==> src/rtl/simon_pkg.sv <==
// simon_pkg: shared direction encodings, default move count and player states
package simon_pkg;
  localparam logic [1:0] DIR_UP = 2'd0;
  localparam logic [1:0] DIR_RIGHT = 2'd1;
  localparam logic [1:0] DIR_DOWN = 2'd2;
  localparam logic [1:0] DIR_LEFT = 2'd3;
  localparam int DEF_NUM_MOVES = 4;
  localparam logic [15:0] LFSR_SEED = 16'hACE1;
  typedef enum logic [1:0] {IDLE, SHOW, GAP, FINISH} state_t;
endpackage

==> src/rtl/simon_lfsr.sv <==
// simon_lfsr: 16-bit Fibonacci LFSR, taps 16,14,13,11, reloads SEED on reset
module simon_lfsr #(
  parameter logic [15:0] SEED = 16'hACE1
) (
  input  logic        clock,
  input  logic        reset,
  input  logic        en,
  output logic [15:0] q
);
  // shift left, feedback from taps 16,14,13,11 enters at bit 0
  always_ff @(posedge clock or posedge reset)
    if (reset) q <= SEED;
    else if (en) q <= {q[14:0], q[15] ^ q[13] ^ q[12] ^ q[10]};
endmodule

==> src/rtl/sequence_player.sv <==
// sequence_player: plays a latched move sequence MSB-first on the direction LEDs; SEQ_LFSR_EN sources the sequence from an LFSR
module sequence_player
  import simon_pkg::*;
#(
  parameter int NUM_MOVES = DEF_NUM_MOVES,
  parameter int ON_CYCLES = 25000000,
  parameter int OFF_CYCLES = 12500000,
  parameter int CNT_W = 25
) (
  input  logic                         clock,
  input  logic                         reset,
  input  logic                         start,
  input  logic                         abort,
  input  logic [2*NUM_MOVES-1:0]       sequence_in,
  output logic [2*NUM_MOVES-1:0]       sequence_out,
  output logic                         busy,
  output logic                         led_valid,
  output logic [1:0]                   led_dir,
  output logic [3:0]                   led_onehot,
  output logic [$clog2(NUM_MOVES)-1:0] move_idx,
  output logic                         done
);
  localparam int IW = $clog2(NUM_MOVES);
  localparam int SW = 2 * NUM_MOVES;
  state_t state, state_n;
  logic [CNT_W-1:0] cnt, cnt_n;
  logic [IW-1:0] idx_n;
  logic [SW-1:0] seq_n, load, shifted;
  logic last_on, last_off, last_move;
`ifdef SEQ_LFSR_EN
  logic [15:0] lfsr;
  simon_lfsr #(.SEED(LFSR_SEED)) u_lfsr (
    .clock(clock),
    .reset(reset),
    .en(1'b1),
    .q(lfsr)
  );
  assign load = lfsr[SW-1:0];
`else
  assign load = sequence_in;
`endif
  assign last_on = cnt == CNT_W'(ON_CYCLES - 1);
  assign last_off = cnt == CNT_W'(OFF_CYCLES - 1);
  assign last_move = move_idx == IW'(NUM_MOVES - 1);
  // next state: dwell counter restarts on every state change, abort drops to idle
  always_comb begin
    state_n = state;
    cnt_n = cnt + 1'b1;
    idx_n = move_idx;
    seq_n = sequence_out;
    case (state)
      IDLE: begin
        cnt_n = '0;
        idx_n = '0;
        if (start) begin
          state_n = SHOW;
          seq_n = load;
        end
      end
      SHOW: if (last_on) begin
        state_n = GAP;
        cnt_n = '0;
      end
      GAP: if (last_off) begin
        state_n = last_move ? FINISH : SHOW;
        cnt_n = '0;
        idx_n = last_move ? move_idx : move_idx + 1'b1;
      end
      default: begin
        state_n = IDLE;
        cnt_n = '0;
        idx_n = '0;
      end
    endcase
    if (abort && state != IDLE) begin
      state_n = IDLE;
      cnt_n = '0;
      idx_n = '0;
    end
  end
  // state, counter, move index and latched sequence registers
  always_ff @(posedge clock or posedge reset)
    if (reset) begin
      state <= IDLE;
      cnt <= '0;
      move_idx <= '0;
      sequence_out <= '0;
    end else begin
      state <= state_n;
      cnt <= cnt_n;
      move_idx <= idx_n;
      sequence_out <= seq_n;
    end
  // outputs decode straight from state so reset clears them immediately
  always_comb begin
    shifted = sequence_out >> (2 * (NUM_MOVES - 1 - int'(move_idx)));
    busy = state != IDLE;
    led_valid = state == SHOW;
    done = state == FINISH;
    led_dir = led_valid ? shifted[1:0] : 2'd0;
    led_onehot = led_valid ? 4'd1 << led_dir : 4'd0;
  end
endmodule

==> config.mk <==
export PLATFORM = sky130hd
export DESIGN_NAME = sequence_player
export DESIGN_NICKNAME = d
export VERILOG_FILES = /design/src/rtl/simon_pkg.sv /design/src/rtl/simon_lfsr.sv /design/src/rtl/sequence_player.sv
export SDC_FILE = /design/constraint.sdc
export NUM_CORES = 1
export LEC_CHECK = 0
export CORE_ASPECT_RATIO = 1.2
export CORE_UTILIZATION = 45
export CTS_BUF_LIST = sky130_fd_sc_hd__clkbuf_4
export CTS_CLUSTER_DIAMETER = 150
export DETAILED_ROUTE_END_ITERATION = 16
export MAX_ROUTING_LAYER = met4
export PLACE_DENSITY = 0.76
export SLEW_MARGIN = 20
export SYNTH_ARGS = -nofsm -noshare
export SYNTH_HDL_FRONTEND = slang
export SYNTH_SLANG_ARGS = --single-unit
==> constraint.sdc <==
create_clock -name clock -period 2.15 [get_ports clock]
set_input_delay 0.215 -clock clock [delete_from_list [all_inputs] [get_ports clock]]
set_output_delay 0.215 -clock clock [all_outputs]
set_load 0.05 [all_outputs]
* Word-level counts from Yosys, hierarchy flattened
Cells that the tools add are included.
** Operators by class
- Shift operators :: 2
- Magnitude comparators :: 0
- Reductions and logical operators :: 6
- Add/sub/neg operators :: 3
- Bitwise gates (word level) :: 0
- Divide/modulo/power cells :: 0
- Mux-type cells :: 16
- Equality and inequality tests :: 11
- Multipliers :: 0
** Operators by type and width (count)
- $mux W25 :: 3
- $pmux W25 S2 :: 1
- $shr A8 B32 Y2 :: 1
- $add A25 B1 Y25 const B :: 1
- $eq A25 B24 Y1 const B :: 1
- $eq A25 B25 Y1 const B :: 1
- $mux W2 :: 9
- $ne A3 B3 Y1 const B :: 3
- $eq A2 B2 Y1 const B :: 3
- $pmux W2 S3 :: 1
- $reduce_and A3 Y1 :: 2
- $mux W4 :: 1
- $pmux W2 S2 :: 1
- $shl A1 B2 Y4 const A :: 1
- $ne A3 B1 Y1 const B :: 1
- $sub A2 B2 Y3 const A :: 1
- $add A2 B1 Y2 const B :: 1
- $eq A2 B1 Y1 const B :: 1
- $logic_not A2 Y1 :: 1
- $ne A2 B1 Y1 const B :: 1
- $reduce_and A2 Y1 :: 1
- $reduce_bool A2 Y1 :: 1
- $logic_and A1 B1 Y1 :: 1
** Storage, ports and cells
- Word-level logic and storage cells :: 42
- Memories :: 0
- Latch bits :: 0
- Input port bits :: 12
- Bits in registers :: 37
- Bits in writable memories :: 0
- Bits in read-only memories :: 0

* Longest topological paths before layout
Gate-level depths: netlist of run 1.
- Depth after elaboration :: 5
- Mapped depth :: 8

* Worst setup path after synthesis of run 1
OpenSTA, ideal clock, no wires.
- Kind :: flip-flop to output port
- Start point :: reg move_idx[0]
- End point :: out led_onehot[0]
- Stages on the path, launching flop included :: 4
- Buffers on the path :: 0
- Setup slack :: -0.186 ns
- Data arrival time :: 2.121 ns
- Required time :: 1.935 ns
- Cell sequence :: dfrtp_1 mux4_2 nand2b_1 nor2_1
** On the way
- Word-level cells in the longest chain between the ends :: 5
** RTL lines
- start: declaration :: line sequence_player.sv:20 : output logic [$clog2(NUM_MOVES)-1:0] move_idx,
- start signal: assignment :: line sequence_player.sv:91 : move_idx <= idx_n;
- $sub A2 B2 Y3 :: line sequence_player.sv:96 : shifted = sequence_out >> (2 * (NUM_MOVES - 1 - int'(move_idx)));
- $shr A8 B32 Y2 :: line sequence_player.sv:96
- $mux W2 :: line sequence_player.sv:100 : led_dir = led_valid ? shifted[1:0] : 2'd0;
- $shl A1 B2 Y4 :: line sequence_player.sv:101 : led_onehot = led_valid ? 4'd1 << led_dir : 4'd0;
- $mux W4 :: line sequence_player.sv:101
- end: declaration :: line sequence_player.sv:19 : output logic [3:0] led_onehot,
Every way passes these cells.

* Final worst setup path of run 1
- Start point :: reg cnt[0]
- End point :: reg state[0]
** On the way
- Word-level cells in the longest chain between the ends :: 3
- Elaborated cells between the ends (all ways) :: 5
** RTL lines
- start: declaration :: line sequence_player.sv:26 : logic [CNT_W-1:0] cnt, cnt_n;
- start signal: assignment :: line sequence_player.sv:90 : cnt <= cnt_n;
- $eq A25 B25 Y1 or $eq A25 B24 Y1 (tied branches) :: line sequence_player.sv:42, sequence_player.sv:43
- $ne A3 B1 Y1 (no source line) or $ne A3 B3 Y1 (tied branches)
- $reduce_and A3 Y1 (no source line) (*)
- end signal: assignment :: line sequence_player.sv:89 : state <= state_n;
- end: declaration :: line sequence_player.sv:25 : state_t state, state_n;
Mark *: on every way between the ends. The rest lies on a longest branch, timed or not.
A chain may end at the register's enable or synchronous reset.

==> flow_summary.ini, run 1 <==
[sta]
tightestPinTransition_ps = 510.6
relSlewSlack_pct = 65.85
rsz0062_at_grt = yes
finalMaxSlewViolations = 0
finalSetupViolCount = 0
tns_ps = 0
max_freq_mhz = 477.7
hold_viol_final = 0
fin_worst_skew_ps = 13.71
min_period_ps = 2093
period_share_pct = 97.36

[power]
leakage_nw = 1.090
powerDensity_nw_per_um2 = 1226
vdd_drop_max_uv = 730.1
p_total_mw = 3.097

[status]
status = finished, final reports clean

[yosys]
synth-async-reset-ratio_pct = 100.0
synth_edf_count = 0
ys_seq_area_share_pct = 47.38
yosys_warnings = 0
netlist_area_um2 = 1954
avgSynthCellArea_um2 = 10.23
ys.flop_type = dfrtp_1
ys_types = 36
syn_inst = 191
ys_ff_latch = 37
synth_fp_nets = 209

[worst_hold_path]
hold_path.class = input pin to asynchronous set/reset pin

[cts]
clk_pin_slew_worst_paths_ps = 120
numCtsBuffers = 5
cts_htree_levels = 2
numClockSinks = 37
cts_buffer_depth = 2
cts_tree = yes
clk_latency_ps = 350
ctsRootBufferMaster = clkbuf_4

[critical_path]
r2r_cells = 7
cp-start-kind = flip-flop
crit_end = state[0]
cp.arrival_ps = 2370
cp-end-kind = flip-flop
r2r-start = cnt[0]
setup.worst_path.start = cnt[0]
worst-path-stages = 7
critPathKind = flip-flop to flip-flop
crit_family = simple AND/OR/NAND/NOR gates
worst-path-buf-inv = 0
reg2reg_slack_ps = 60
crit_chain = ha_2 -> and4_4 -> nand2_4 -> o41ai_4 -> a21oi_2 -> or4_1 -> o21ai_1
crit_fanout = 5
r2r_end = state[0]
crit_slowest_cell = or4_1
worstPathRequired_ps = 2420
critPathMaxStageDelay_ps = 520

[routing]
wire_per_inst_um = 13.78
wirelength_um = 3954
first_pass_iters = 4
drc = 0
viasPerCell = 5.157
vias = 1480
drt-initial-drc-count = 47
ant_nets = 0

[global_route]
top_usage_layer = met2
antenna_found_initial = 0
grt_pass1_vias = 1459
overflow = 0
grt_max_degree = 38
grt_pass1_wl_um = 6617
use_met3_pct = 4.294
grt.total_usage_pct = 19.37
grt.met1_usage_pct = 23.01
met2_usage_pct = 31.62

[finish]
area_delta_synth_final_pct = 29.19
seqCellArea_um2 = 927.1
fillCellCount = 321
final_cells = 287
multi_input_comb_area_um2 = 1011
nNetsFinal = 250
diodes = 0
drive_gt1_share_pct = 18.88

[place]
place.gp.congestion = 0.7723
place_inst = 278
dpl.hpwl_um = 2880
numPortBuffers = 30

[die]
die_y_um = 74.19
start_util_pct = 48.43
die_x_um = 62.16
num_rows = 25
die_area_um2 = 4612
top_level_ports = 31
core_um2 = 4035

[job]
maxCapViolations = 0
-- placed cells by master, fill, tap and decap left out, types with 2 or more instances in the layout --
cell,count
dfrtp_1,36
nand4_1,8
o21ai_1,2
mux2_2,8
nand2b_1,2
nand3_1,9
and3_1,3
clkdlybuf4s50_1,22
buf_4,10
nor4bb_1,2
inv_1,11
ha_1,5
buf_12,4
mux4_2,2
xnor2_1,7
a21oi_1,4
bufinv_16,2
xor2_1,16
nand2_1,14
and4_1,2
clkbuf_4,5
nor2_1,35
-- worst register-to-register path: stages (launching register included) --
cell and delay, ps:
dfrtp_1 400, ha_2 210, and4_4 260, nand2_4 70, o41ai_4 360, a21oi_2 130
or4_1 520, o21ai_1 80
-- routing by layer --
metal | vias up | part of all wire [%]
met4 | 0 | 1.9
met3 | 7 | 2.4
met5 | - | 0
met2 | 18 | 53
met1 | 717 | 43
li1 | 738 | -
-- area by class of cell --
class,instances,share of cell area (%)
Inverter,11,1.635
Clock inverter,3,2.577
Multi-Input combinational cell,141,40.04
Clock buffer,5,1.487
Timing Repair Buffer,36,14.87
Sequential cell,37,36.72
Tap cell,54,2.676
-- report_power, final --
part	leakage, nW	switching (mW)	internal [mW]
Sequential	0.494	0.105	0.811
Clock	0.0552	0.235	0.360
Combinational	0.540	0.981	0.603
-- metrics by stage --
stage | hold slack, ps | area (um^2) | util, % | worst slack [ps]
after floorplan | 365.6 | 1957 | - | -185.7
after global placement | 465.2 | 2382 | 59.04 | 154.1
after detailed placement | 485.4 | 2382 | 59.04 | 24.50
after CTS | 262.7 | 2486 | 61.61 | 12.81
after global routing | 290.7 | 2525 | 62.57 | -74.33
final | 260.1 | 2525 | 62.57 | 56.76
-- synthesized netlist by cell type (2+ instances only) --
| library cell | n | area (um^2) |
|---|---|---|
| dfrtp_1 | 37 | 925.9 |
| nor2_1 | 36 | 135.1 |
| xor2_1 | 16 | 140.1 |
| nand2_1 | 14 | 52.55 |
| inv_1 | 11 | 41.29 |
| nand3_1 | 9 | 45.04 |
| mux2_2 | 8 | 90.09 |
| nand4_1 | 8 | 50.05 |
| xnor2_1 | 7 | 61.31 |
| ha_1 | 6 | 75.07 |
| a21oi_1 | 5 | 25.02 |
| and3_1 | 3 | 18.77 |
| and4_1 | 2 | 17.52 |
| buf_2 | 2 | 10.01 |
| mux4_2 | 2 | 45.04 |
| nand2b_1 | 2 | 12.51 |
| nor4_2 | 2 | 25.02 |
| nor4bb_1 | 2 | 20.02 |
| o21ai_0 | 2 | 10.01 |
-- sequential cells by signal (all words and copies together), names as in the netlist --
register / flops
move_idx: 2
state: 2
sequence_out: 8
cnt: 25
-- logic make-up (layout without fill, tap and decap cells) --
kind of cell,Yosys count,count (layout),share of synthesized area [%]
AO/OA/AOI/OAI,11,11,3.906
AND/OR/NAND/NOR,91,91,25.03
flip-flops,37,37,47.38
buffers and inverters,13,55,2.625
XOR/XNOR,23,23,10.31
multiplexers,10,10,6.914
adder cells (fa/ha/maj),6,6,3.841
-- worst min-delay path by stage --
stage | startpoint | end | slack (ps) | cells past startpoint
6_report | reset | cnt[23] | 260 | 3
5_1_grt | reset | cnt[23] | 290 | 3
4_1_cts | reset | cnt[23] | 260 | 3
3_5_place_dp | cnt[0] | cnt[0] | 490 | 1
3_3_place_gp | cnt[0] | cnt[0] | 470 | 1
2_1_floorplan | sequence_in[0] | sequence_out[0] | 370 | 1
-- what timing repair did --
action | in CTS | in global routing
setup buffers | 0 | 1
hold buffers | 0 | 0
endpoints found under the setup margin | 2 | 5
pin swaps | 0 | 2
gates resized for setup | 1 | 7
Power figures use the tool's default switching activity.
==> run 2, diff against run 1 <==
Settings changed: CAP_MARGIN from default to 20, GPL_TIMING_DRIVEN from default to 0.
==> run 2 against run 1 <==
Flip-flop and latch count did not move. Worst setup slack improved by 8.2 ps. Largest cell class unchanged. Critical endpoint unchanged. Clock-buffer cell count rose by 1. Global-route usage rose by 0.51 points. Routed wire length rose by 3.5%. Non-clock buffer count rose by 7. Clock skew barely moved. Highest routed layer unchanged. Clock power fell by 18%. Sequential share of layout area fell by 0.39 points.
==> flow_summary.ini, run 2 (synthesis results as in run 1) <==
[status]
status = finished, final reports clean

[global_route]
grt.total_usage_pct = 19.89
grt_pass1_wl_um = 6789
antenna_found_initial = 0
grt_max_degree = 24
grt_pass1_vias = 1467
overflow = 0

[routing]
vias = 1509
wire_per_inst_um = 13.92
first_pass_iters = 4
drt-initial-drc-count = 43
wirelength_um = 4092
ant_nets = 0
viasPerCell = 5.133
drc = 0

[critical_path]
crit_fanout = 5
cp.arrival_ps = 2360
cp-end-kind = flip-flop
r2r_cells = 7
critPathKind = flip-flop to flip-flop
cp-start-kind = flip-flop
worstPathRequired_ps = 2420

[finish]
diodes = 0
most-common-layout-cells = nor2_1 (35), dfrtp_1 (33), clkdlybuf4s50_1 (22)
largest_register = cnt
drive_gt1_share_pct = 22.92
largest_registers = cnt (25), sequence_out (8)
nNetsFinal = 257
largest_reg_flops = 25
area_delta_synth_final_pct = 31.11
final_common_cell = nor2_1
final_cell_area_um2 = 2562

[die]
num_rows = 25
core_um2 = 4035
start_util_pct = 48.43
die_x_um = 62.16
die_area_um2 = 4612
top_level_ports = 31
die_y_um = 74.19

[cts]
clk_pin_slew_worst_paths_ps = 120
clk_latency_ps = 350
cts_tree = yes
cts_buffer_depth = 2
numClockSinks = 37
numCtsBuffers = 5
ctsRootBufferMaster = clkbuf_4
cts_htree_levels = 2

[sta]
tightestPinTransition_ps = 513.2
finalMaxSlewViolations = 0
relSlewSlack_pct = 65.50
finalWorstSetupSlack_ps = 64.97
rsz0062_at_grt = yes
hold_viol_final = 0
finalSetupViolCount = 0
fin_hold_ws_ps = 139.3
min_period_ps = 2085
period_share_pct = 96.98
fin_worst_skew_ps = 13.26
max_freq_mhz = 479.6

[place]
numPortBuffers = 30
dpl.hpwl_um = 2939
placed_area_um2 = 2352
pre_cts_slack_ps = -235.1
place.gp.congestion = 0.7836

[power]
powerDensity_nw_per_um2 = 1153
p_total_mw = 2.953
vdd_drop_max_uv = 747.1
leakage_nw = 1.098

[worst_hold_path]
hold_path.class = input pin to asynchronous set/reset pin

[job]
maxCapViolations = 0
run 2: cell count changes in the layout (fill, tap and decap cells not counted), sizes merged:
| cell | delta |
|---|---|
| buf | -1 |
| dlygate4sd2 | +2 |
| clkbuf | +4 |
| clkdlybuf4s15 | +3 |
| bufinv | -1 |
run 2: worst max-delay path, stage by stage (launching register included):
cell and delay [ps]:
dfrtp_1 430, ha_4 170, and4_4 250, nand2_4 70
o41ai_4 360, a21oi_2 140, or4_1 510, o21ai_1 90
run 2: cell type report:
| class | instances | area (um^2) |
|---|---|---|
| flip-flops and latches | 37 | 930.9 |
| inverters | 11 | 41.29 |
| multi-input cells | 141 | 1035 |
| fillers | 317 | 1473 |
| plain buffers | 2 | 15.01 |
| repair buffers | 41 | 394.1 |
| clock buffers | 6 | 45.04 |
| well taps | 54 | 67.56 |
| clock inverters | 2 | 33.78 |
run 2: final timing paths:
path / from / endpoint / slack [ps]
hold / removal: reset / cnt[23] / 140
max in group asynchronous: reset / state[0] / 1570
hold reg to reg: sequence_out[1] / sequence_out[1] / 550
setup reg to reg: cnt[1] / state[0] / 60
setup / recovery: cnt[1] / state[0] / 60
min in group clock: sequence_in[5] / sequence_out[5] / 470
run 2: metrics by stage:
| stage | util [%] | TNS (ps) | std cells |
|---|---|---|---|
| 3_3_place_gp | 57.61 | -339.1 | 275 |
| 5_1_grt | 63.50 | -138.9 | 294 |
| 6_report | 63.50 | 0 | 294 |
| 4_1_cts | 60.78 | 0 | 285 |
| 2_1_floorplan | - | -371.3 | 191 |
| 3_5_place_dp | 58.29 | -998.6 | 276 |
run 2: repair_timing:
item | in CTS | in global routing
buffers inserted | 1 | 9
hold buffers | 0 | 0
pin swaps | 0 | 3
setup endpoints to repair | 29 | 28
gates resized for setup | 29 | 16
run 2: per-layer routing:
metal	global-route usage [%]	part of all wire (%)	vias up
met2	31.26	51	24
met1	24.48	43	728
met5	-	0	-
met4	9.302	2.6	0
met3	4.755	2.5	11
li1	-	-	746
run 2: power breakdown:
group	internal, mW	switching [mW]	total [mW]
combinational	0.571	0.986	1.56
clock	0.255	0.231	0.486
sequential	0.811	0.0998	0.911
total	1.64	1.32	2.95
